### config.mk
export PLATFORM = sky130hd
export DESIGN_NAME = div_sched_flat
export DESIGN_NICKNAME = d
export VERILOG_FILES = /design/src/rtl/div_sched_if.sv /design/src/rtl/div_sched.sv /design/src/flat_wrapper.sv
export SDC_FILE = /design/constraint.sdc
export NUM_CORES = 1
export LEC_CHECK = 0
export ABC_AREA = 1
export BUFFER_PORTS_ARGS = -buffer_cell sky130_fd_sc_hd__buf_4
export CAP_MARGIN = 5
export CORE_ASPECT_RATIO = 0.7
export CORE_MARGIN = 5
export CORE_UTILIZATION = 44
export CTS_CLUSTER_DIAMETER = 30
export CTS_CLUSTER_SIZE = 10
export DETAILED_ROUTE_END_ITERATION = 8
export GPL_TIMING_DRIVEN = 0
export PLACE_DENSITY = 0.76
export REMOVE_ABC_BUFFERS = 1
export SKIP_CTS_REPAIR_TIMING = 1
export SYNTH_ARGS = -nofsm -noshare
export SYNTH_HDL_FRONTEND = slang
export SYNTH_SLANG_ARGS = --single-unit
### constraint.sdc
create_clock -name clk -period 3.66 [get_ports clk]
set_clock_uncertainty 0.05 [all_clocks]
set_input_delay 0.549 -clock clk [delete_from_list [all_inputs] [get_ports clk]]
set_output_delay 0.549 -clock clk [all_outputs]
set_load 0.005 [all_outputs]
### src/rtl/div_sched_if.sv
// ============================================================================
// Module      : div_sched_if
// Description : Requester-side and divider-side signals of the shared divider
//               scheduler; slave = scheduler, master = requesters plus divider.
// Revision    : 1.0 - initial release
// ============================================================================
`default_nettype none

interface div_sched_if #(
    parameter int N_REQ = 4,
    parameter int IDW   = 3
);
    logic [N_REQ-1:0]    req;
    logic [10*N_REQ-1:0] op_a;
    logic [10*N_REQ-1:0] op_b;
    logic                div_st;
    logic [9:0]          div_f1;
    logic [9:0]          div_f2;
    logic                div_done;
    logic [10:0]         div_f;
    logic [N_REQ-1:0]    gnt;
    logic                rsp_valid;
    logic [IDW-1:0]      rsp_id;
    logic [10:0]         rsp_f;
    logic                busy;

    modport slave (
        input  req, op_a, op_b, div_done, div_f,
        output div_st, div_f1, div_f2, gnt, rsp_valid, rsp_id, rsp_f, busy
    );

    modport master (
        output req, op_a, op_b, div_done, div_f,
        input  div_st, div_f1, div_f2, gnt, rsp_valid, rsp_id, rsp_f, busy
    );
endinterface

`default_nettype wire

### src/rtl/div_sched.sv
// ============================================================================
// Module      : div_sched
// Description : Round-robin scheduler sharing one 11-bit mantissa divider
//               among N_REQ requesters; drives the divider's st/done handshake.
// Revision    : 1.0 - initial release
// ============================================================================
`default_nettype none

module div_sched #(
    parameter int N_REQ = 4,
    parameter int IDW   = 3
) (
    input  wire logic   clk,
    input  wire logic   reset,
    div_sched_if.slave  bus
);

    typedef enum logic [2:0] {
        S_IDLE    = 3'd0,
        S_LAUNCH  = 3'd1,
        S_WAIT    = 3'd2,
        S_RELEASE = 3'd3,
        S_SETTLE  = 3'd4
    } state_t;

    state_t           state_q;
    logic [IDW-1:0]   ptr_q;
    logic [IDW-1:0]   id_q;
    logic [N_REQ-1:0] gnt_q;
    logic             st_q;
    logic [9:0]       f1_q;
    logic [9:0]       f2_q;
    logic             rsp_valid_q;
    logic [IDW-1:0]   rsp_id_q;
    logic [10:0]      rsp_f_q;

    logic [N_REQ-1:0] req_rot;
    logic             arb_hit;
    logic [IDW-1:0]   arb_id;
    logic [9:0]       sel_a;
    logic [9:0]       sel_b;
    int               slot;

    // Rotating the request vector by ptr turns "first set bit at or after
    // ptr" into "lowest set bit"; the descending loop leaves the lowest one.
    always_comb begin
        req_rot = N_REQ'({bus.req, bus.req} >> ptr_q);
        arb_hit = 1'b0;
        arb_id  = '0;
        slot    = 0;
        for (int k = N_REQ - 1; k >= 0; k--) begin
            if (|(req_rot & (N_REQ'(1) << k))) begin
                slot = int'(ptr_q) + k;
                if (slot >= N_REQ) begin
                    slot = slot - N_REQ;
                end
                arb_hit = 1'b1;
                arb_id  = IDW'(slot);
            end
        end
        sel_a = 10'(bus.op_a >> (10 * int'(arb_id)));
        sel_b = 10'(bus.op_b >> (10 * int'(arb_id)));
    end

    always_ff @(posedge clk) begin
        if (reset) begin
            state_q     <= S_IDLE;
            ptr_q       <= '0;
            id_q        <= '0;
            gnt_q       <= '0;
            st_q        <= 1'b0;
            f1_q        <= '0;
            f2_q        <= '0;
            rsp_valid_q <= 1'b0;
            rsp_id_q    <= '0;
            rsp_f_q     <= '0;
        end else begin
            st_q        <= 1'b0;
            rsp_valid_q <= 1'b0;
            unique case (state_q)
                S_IDLE: begin
                    if (arb_hit) begin
                        f1_q    <= sel_a;
                        f2_q    <= sel_b;
                        id_q    <= arb_id;
                        gnt_q   <= N_REQ'(1) << arb_id;
                        ptr_q   <= (arb_id == IDW'(N_REQ - 1)) ? '0 : arb_id + 1'b1;
                        st_q    <= 1'b1;
                        state_q <= S_LAUNCH;
                    end
                end
                S_LAUNCH: begin
                    state_q <= S_WAIT;
                end
                S_WAIT: begin
                    // The second strobe releases the divider back to its idle state.
                    if (bus.div_done) begin
                        st_q    <= 1'b1;
                        state_q <= S_RELEASE;
                    end
                end
                S_RELEASE: begin
                    rsp_f_q     <= bus.div_f;
                    rsp_id_q    <= id_q;
                    rsp_valid_q <= 1'b1;
                    gnt_q       <= '0;
                    state_q     <= S_SETTLE;
                end
                S_SETTLE: begin
                    if (!bus.div_done) begin
                        state_q <= S_IDLE;
                    end
                end
                default: begin
                    state_q <= S_IDLE;
                end
            endcase
        end
    end

    assign bus.div_st    = st_q;
    assign bus.div_f1    = f1_q;
    assign bus.div_f2    = f2_q;
    assign bus.gnt       = gnt_q;
    assign bus.rsp_valid = rsp_valid_q;
    assign bus.rsp_id    = rsp_id_q;
    assign bus.rsp_f     = rsp_f_q;
    assign bus.busy      = (state_q != S_IDLE);

endmodule

`default_nettype wire

### src/flat_wrapper.sv
// flat-port wrapper written by rule: the top's interface ports become plain ports
module div_sched_flat 
#(
    parameter int N_REQ = 4,
    parameter int IDW   = 3
)
  (clk, reset, bus_req, bus_op_a, bus_op_b, bus_div_done, bus_div_f, bus_div_st, bus_div_f1, bus_div_f2, bus_gnt, bus_rsp_valid, bus_rsp_id, bus_rsp_f, bus_busy);
  div_sched_if #(.N_REQ(N_REQ), .IDW(IDW)) bus_i ();
  input  wire logic clk;
  input  wire logic reset;
  input wire logic [$bits(bus_i.req)-1:0] bus_req;
  input wire logic [$bits(bus_i.op_a)-1:0] bus_op_a;
  input wire logic [$bits(bus_i.op_b)-1:0] bus_op_b;
  input wire logic [$bits(bus_i.div_done)-1:0] bus_div_done;
  input wire logic [$bits(bus_i.div_f)-1:0] bus_div_f;
  output wire logic [$bits(bus_i.div_st)-1:0] bus_div_st;
  output wire logic [$bits(bus_i.div_f1)-1:0] bus_div_f1;
  output wire logic [$bits(bus_i.div_f2)-1:0] bus_div_f2;
  output wire logic [$bits(bus_i.gnt)-1:0] bus_gnt;
  output wire logic [$bits(bus_i.rsp_valid)-1:0] bus_rsp_valid;
  output wire logic [$bits(bus_i.rsp_id)-1:0] bus_rsp_id;
  output wire logic [$bits(bus_i.rsp_f)-1:0] bus_rsp_f;
  output wire logic [$bits(bus_i.busy)-1:0] bus_busy;
  assign bus_i.req = bus_req;
  assign bus_i.op_a = bus_op_a;
  assign bus_i.op_b = bus_op_b;
  assign bus_i.div_done = bus_div_done;
  assign bus_i.div_f = bus_div_f;
  assign bus_div_st = bus_i.div_st;
  assign bus_div_f1 = bus_i.div_f1;
  assign bus_div_f2 = bus_i.div_f2;
  assign bus_gnt = bus_i.gnt;
  assign bus_rsp_valid = bus_i.rsp_valid;
  assign bus_rsp_id = bus_i.rsp_id;
  assign bus_rsp_f = bus_i.rsp_f;
  assign bus_busy = bus_i.busy;
  div_sched #(.N_REQ(N_REQ), .IDW(IDW)) u_core (.clk(clk), .reset(reset), .bus(bus_i));
endmodule
# Word level (Yosys, flattened, before mapping)
# Cells that the tools add are included.
[op_classes]
n_reduce_logical = 6
n_addsub = 8
bitwise = 0
eq_ne = 8
n_mul = 1
order_cmp = 4
n_mux = 23
n_div = 0
shift = 4
[ops]
columns = ["operator", "n"]
rows = [
  ["40-bit by 32-bit right shift with 10-bit output", 2],
  ["3-bit 2-to-1 mux", 12],
  ["3-bit one-hot mux with 5 select lines", 1],
  ["4-bit by 3-bit greater-or-equal comparator with 1-bit output, second input constant", 3],
  ["3-bit subtractor, second input constant", 4],
  ["3-bit by 2-bit equality test with 1-bit output, second input constant", 3],
  ["3-bit by 2-bit adder with 4-bit output, second input constant", 2],
  ["4-bit one-hot mux with 2 select lines", 1],
  ["8-bit by 3-bit right shift with 4-bit output", 1],
  ["1-bit 2-to-1 mux", 7],
  ["3-bit by 3-bit multiplier with 6-bit output, first input constant", 1],
  ["3-bit by 1-bit adder with 4-bit output, second input constant", 1],
  ["4-bit 2-to-1 mux", 1],
  ["2-bit inequality test, second input constant", 2],
  ["2-bit AND reduction", 2],
  ["1-bit by 3-bit << shifter with 4-bit output, first input constant", 1],
  ["3-bit by 1-bit adder with 3-bit output, second input constant", 1],
  ["3-bit by 1-bit equality test with 1-bit output, second input constant", 1],
  ["3-bit equality test, second input constant", 1],
  ["3-bit greater-or-equal comparator, second input constant", 1],
  ["3-bit zero test", 1],
  ["3-bit AND reduction", 1],
  ["3-bit nonzero test", 1],
  ["2-bit by 1-bit inequality test with 1-bit output, second input constant", 1],
  ["2 further kinds", 2],
]
[word_totals]
mem_count = 0
wordCells = 64
input_bits = 98
out_inout_bits = 41
regBits = 49
romBits = 0
latchBits = 0
mem_bits_rw = 0

# Logic depth before layout (Yosys ltp)
[logic_depth]
depth_word = 10
depth_mapped = 18
mapped_depth_nobuf = 16

# Worst setup path before layout
# No wires, ideal clock.
[synth_timing]
path_type = "input to register"
from = "input port bus_req[1]"
to = "register u_core.f2_q[5] (netlist: u_core.bus.div_f2[5])"
required_time_ns = 3.470
path_stages = 13
setup_time_ns = 0.140
arrival_time_ns = 1.564
n_path_buf = 1
path_slack_ns = 1.905
cell_sequence = "nand2_1 nand2_2 nand2_4 nand2_4 nor2_1 nand2_4 nand2_8 buf_6 nand2_1 nand3_1 nand2_1 nand2_1 a21oi_2"
[synth_via]
elab_chain_len = 7
elab_cells_between_ends = 12
classes_between = "mul (1); shift (2); mux (8); reduce/logical (1)"
[synth_lines]
columns = ["element", "line", "source"]
rows = [
  ["start, declared", "flat_wrapper.sv:11", "input wire logic [$bits(bus_i.req)-1:0] bus_req;"],
  ["8-bit by 3-bit right shift with 4-bit output (*)", "div_sched.sv:47", "req_rot = N_REQ'({bus.req, bus.req} >> ptr_q);"],
  ["3-bit 2-to-1 mux (4 in series)", "div_sched.sv:52", "if (|(req_rot & (N_REQ'(1) << k))) begin"],
  ["3-bit by 3-bit multiplier with 6-bit output", "div_sched.sv:62", "sel_b = 10'(bus.op_b >> (10 * int'(arb_id)));"],
  ["40-bit by 32-bit right shift with 10-bit output", "div_sched.sv:62", ""],
  ["end signal, assigned", "div_sched.sv:84", "f2_q <= sel_b;"],
  ["end, declared", "div_sched.sv:32", "logic [9:0] f2_q;"],
]
# Every way passes the cells marked *; elsewhere a longest branch is shown, timed or not.
# A chain may end at the register's enable or synchronous reset.

# Worst setup path after layout
[layout_timing]
from = "register u_core.ptr_q[0]"
to = "register u_core.f2_q[4] (netlist: u_core.bus.div_f2[4])"
[layout_via]
elab_chain_len = 9
elab_cells_between_ends = 27
classes_between = "add/sub (7); mul (1); order compare (4); shift (2); mux (12); reduce/logical (1)"
[layout_lines]
columns = ["element", "line", "source"]
rows = [
  ["start, declared", "div_sched.sv:27", "logic [IDW-1:0] ptr_q;"],
  ["start signal, assigned", "div_sched.sv:87", "ptr_q <= (arb_id == IDW'(N_REQ - 1)) ? '0 : arb_id + 1'b1;"],
  ["3-bit by 2-bit adder with 4-bit output", "div_sched.sv:53", "slot = int'(ptr_q) + k;"],
  ["4-bit by 3-bit greater-or-equal comparator with 1-bit output or 3-bit subtractor (tied branches)", "div_sched.sv:54, div_sched.sv:55", ""],
  ["3-bit 2-to-1 mux", "div_sched.sv:54", "if (slot >= N_REQ) begin"],
  ["3-bit 2-to-1 mux (4 in series)", "div_sched.sv:52", ""],
  ["3-bit by 3-bit multiplier with 6-bit output", "div_sched.sv:62", ""],
  ["40-bit by 32-bit right shift with 10-bit output", "div_sched.sv:62", ""],
]
# Several ways; a longest one is shown, not always the timed one.

==> impl_metrics.ini <==
[finish]
layout_common_cells = nand2_1 (172), buf_4 (138), nand3_1 (66), dfxtp_1 (49), inv_1 (45)
final_common_cell = nand2_1
area_delta_synth_final_pct = 36.61
finalNonFillerCells = 692
diodes = 0
nFillCells = 662
num-nets-final = 696
drive_gt1_share_pct = 31.10

[global_routing]
gr-usage-all-layers_pct = 20.73
grt_pass1_vias = 3330
grt_first_pass_wirelength_um = 14840
grt_max_degree = 45
grt_overflow_total = 0
antenna_found_initial = 0

[pwr]
ir_drop_mv = 0.4345
cellPowerDensity_nw_per_um2 = 808.5
leakage_nw = 2.218

[synth]
post-synth-top-area-fraction_pct = 32.69
yosysTopAreaCell = dfxtp_1
syn_inst = 480
ys_seq_area_share_pct = 32.69
synth_edf_count = 0
ys_warn_count = 0
synth.avg_cell_area_sq_um = 6.251
postSynth.asyncResetShare_pct = 0
ys.flop_type = dfxtp_1
syn-cell-area_sq_um = 3000
yosys-top-cells-area = dfxtp_1 (33%), nand2_1 (22%), nand3_1 (11%)
synth_cell_type_count = 26
synth-seq-cells = 49

[cts]
cts.sinks = 49
clockRootBuffer = clkbuf_8
cts_tree = done
clk_pin_slew_ns = 0.10
cts_made_buffers = 5
ctsLongestPathBuffers = 2
clkLatencyLatePin_ns = 0.29
h-tree-depth = 2

[drt]
ant_nets = 0
routed_wl_um = 8689
viasPerCell = 4.795
drc_errors = 0
vias = 3318
drt_iter0_drc = 114
wl_per_cell_um = 12.56
first_pass_iters = 4

[placed_design]
place_ws_ns = 1.014
numPortBuffers = 138
dp_cells = 684
gp_congestion = 0.8782
hpwl_um = 6218

[setup_path]
critPathCaptureType = flip-flop
crit_required_ns = 3.84
arrival_ns = 2.84
path_class = reg2reg
start_kind = flip-flop
critPathMaxFanout = 44

[timing]
rsz0062_at_grt = false
worst_slew_pin_slew_ns = 0.8835
setup_tns_ns = 0
setup_violations = 0
timing.final.hold_violations = 0
hold_slack_ns = 0.3937
fin_crit_sh_pct = 72.67
fin_ws_ns = 1.000
maxSlewViolCount = 0
post-route-min-period_ns = 2.660
relSlewSlack_pct = 40.88
max_freq_mhz = 376.0

[floorplan]
die_w_um = 108.7
dieArea_sq_um = 8597
num_rows = 25
dieHeight_um = 79.09
pin_count = 139
core_sq_um = 6694
start_util_pct = 44.82

[run]
drv_cap = 0

[worst_hold_path]
hold_class = reg2reg

[run_status]
status = complete, no violations
[Yosys cell counts (2+ instances only)]
cell type	n
inv_2	7
nand2_4	4
nor2_4	2
inv_1	45
a21oi_2	10
buf_6	5
nor2_2	2
dfxtp_1	49
inv_4	3
clkbuf_1	7
nand2_2	6
o21ai_0	16
buf_4	3
nand4_1	2
nor2_1	38
buf_2	13
nand2_1	172
a21oi_1	22
nand3_2	2
nand3_1	66
[metal layers]
metal | vias to the layer above | wire length, um | track usage, %
met1 | 1489 | 3860 | 25.63
met3 | 6 | 559 | 4.630
met2 | 97 | 4192 | 36.19
met4 | 0 | 77 | 5.801
met5 | - | 0 | 0
li1 | 1726 | - | -
[logic make-up after synthesis]
family / count (synthesis) / synth area share, %
adder cells (fa/ha/maj): 1 / 0.4169
AO/OA/AOI/OAI: 50 / 10.38
AND/OR/NAND/NOR: 297 / 43.70
flip-flops: 49 / 32.69
buffers and inverters: 83 / 12.80
[critical path, stage by stage (launching register included)]
cell     delay [ns]
dfxtp_1        0.56
inv_4          0.11
nand2_1        0.11
nand3_1        0.12
nand2_4        0.11
inv_4          0.05
nand2_2        0.08
nand3_4        0.40
nand2_8        0.45
nand2_1        0.09
nand2_1        0.07
nand2_1        0.06
nand2_1        0.07
nand2_1        0.07
a21oi_2        0.15
[area by class of cell]
type	count	area [sq um]	area share, %
inverter	55	214.0	5.220
timing repair buffer	138	1036	25.27
tap	94	117.6	2.869
clock buffer	5	68.82	1.679
sequential	49	980.9	23.93
multi-input combinational	348	1635	39.90
clock inverter	3	46.29	1.129
[flip-flops by register name, summed over array words and instances, names as in the netlist]
signal                flops
u_core.bus.div_f1        10
u_core.bus.div_f2        10
u_core.bus.div_st         1
u_core.bus.gnt            4
u_core.bus.rsp_f         11
u_core.bus.rsp_id         3
u_core.bus.rsp_valid      1
u_core.id_q               3
u_core.ptr_q              3
u_core.state_q            3
[stage by stage]
step                      cell area, sq um  power (mW)  util, %
after floorplan                       2830       2.266        -
after global placement                3984       2.889    59.51
after detailed placement              3984       2.936    59.51
after CTS                             4099       3.334    61.23
after global routing                  4099       3.658    61.23
final                                 4099       3.314    61.23
[power breakdown]
group	leakage [nW]	switching, mW	internal [mW]
registers	0.401	0.0881	0.681
logic	1.76	1.40	0.758
clock network	0.0543	0.185	0.205
total	2.22	1.67	1.64
[path summary, 6_finish.rpt]
check | from | cells after the start | endpoint | slack [ns]
max | u_core.ptr_q[0] | 14 | u_core.bus.div_f2[4] | 1.00
min | u_core.id_q[2] | 2 | u_core.id_q[2] | 0.39
max reg2reg | u_core.ptr_q[0] | 14 | u_core.bus.div_f2[4] | 1.00
min reg2reg | u_core.id_q[2] | 2 | u_core.id_q[2] | 0.39
No activity file was read; power rests on OpenSTA's default activity.
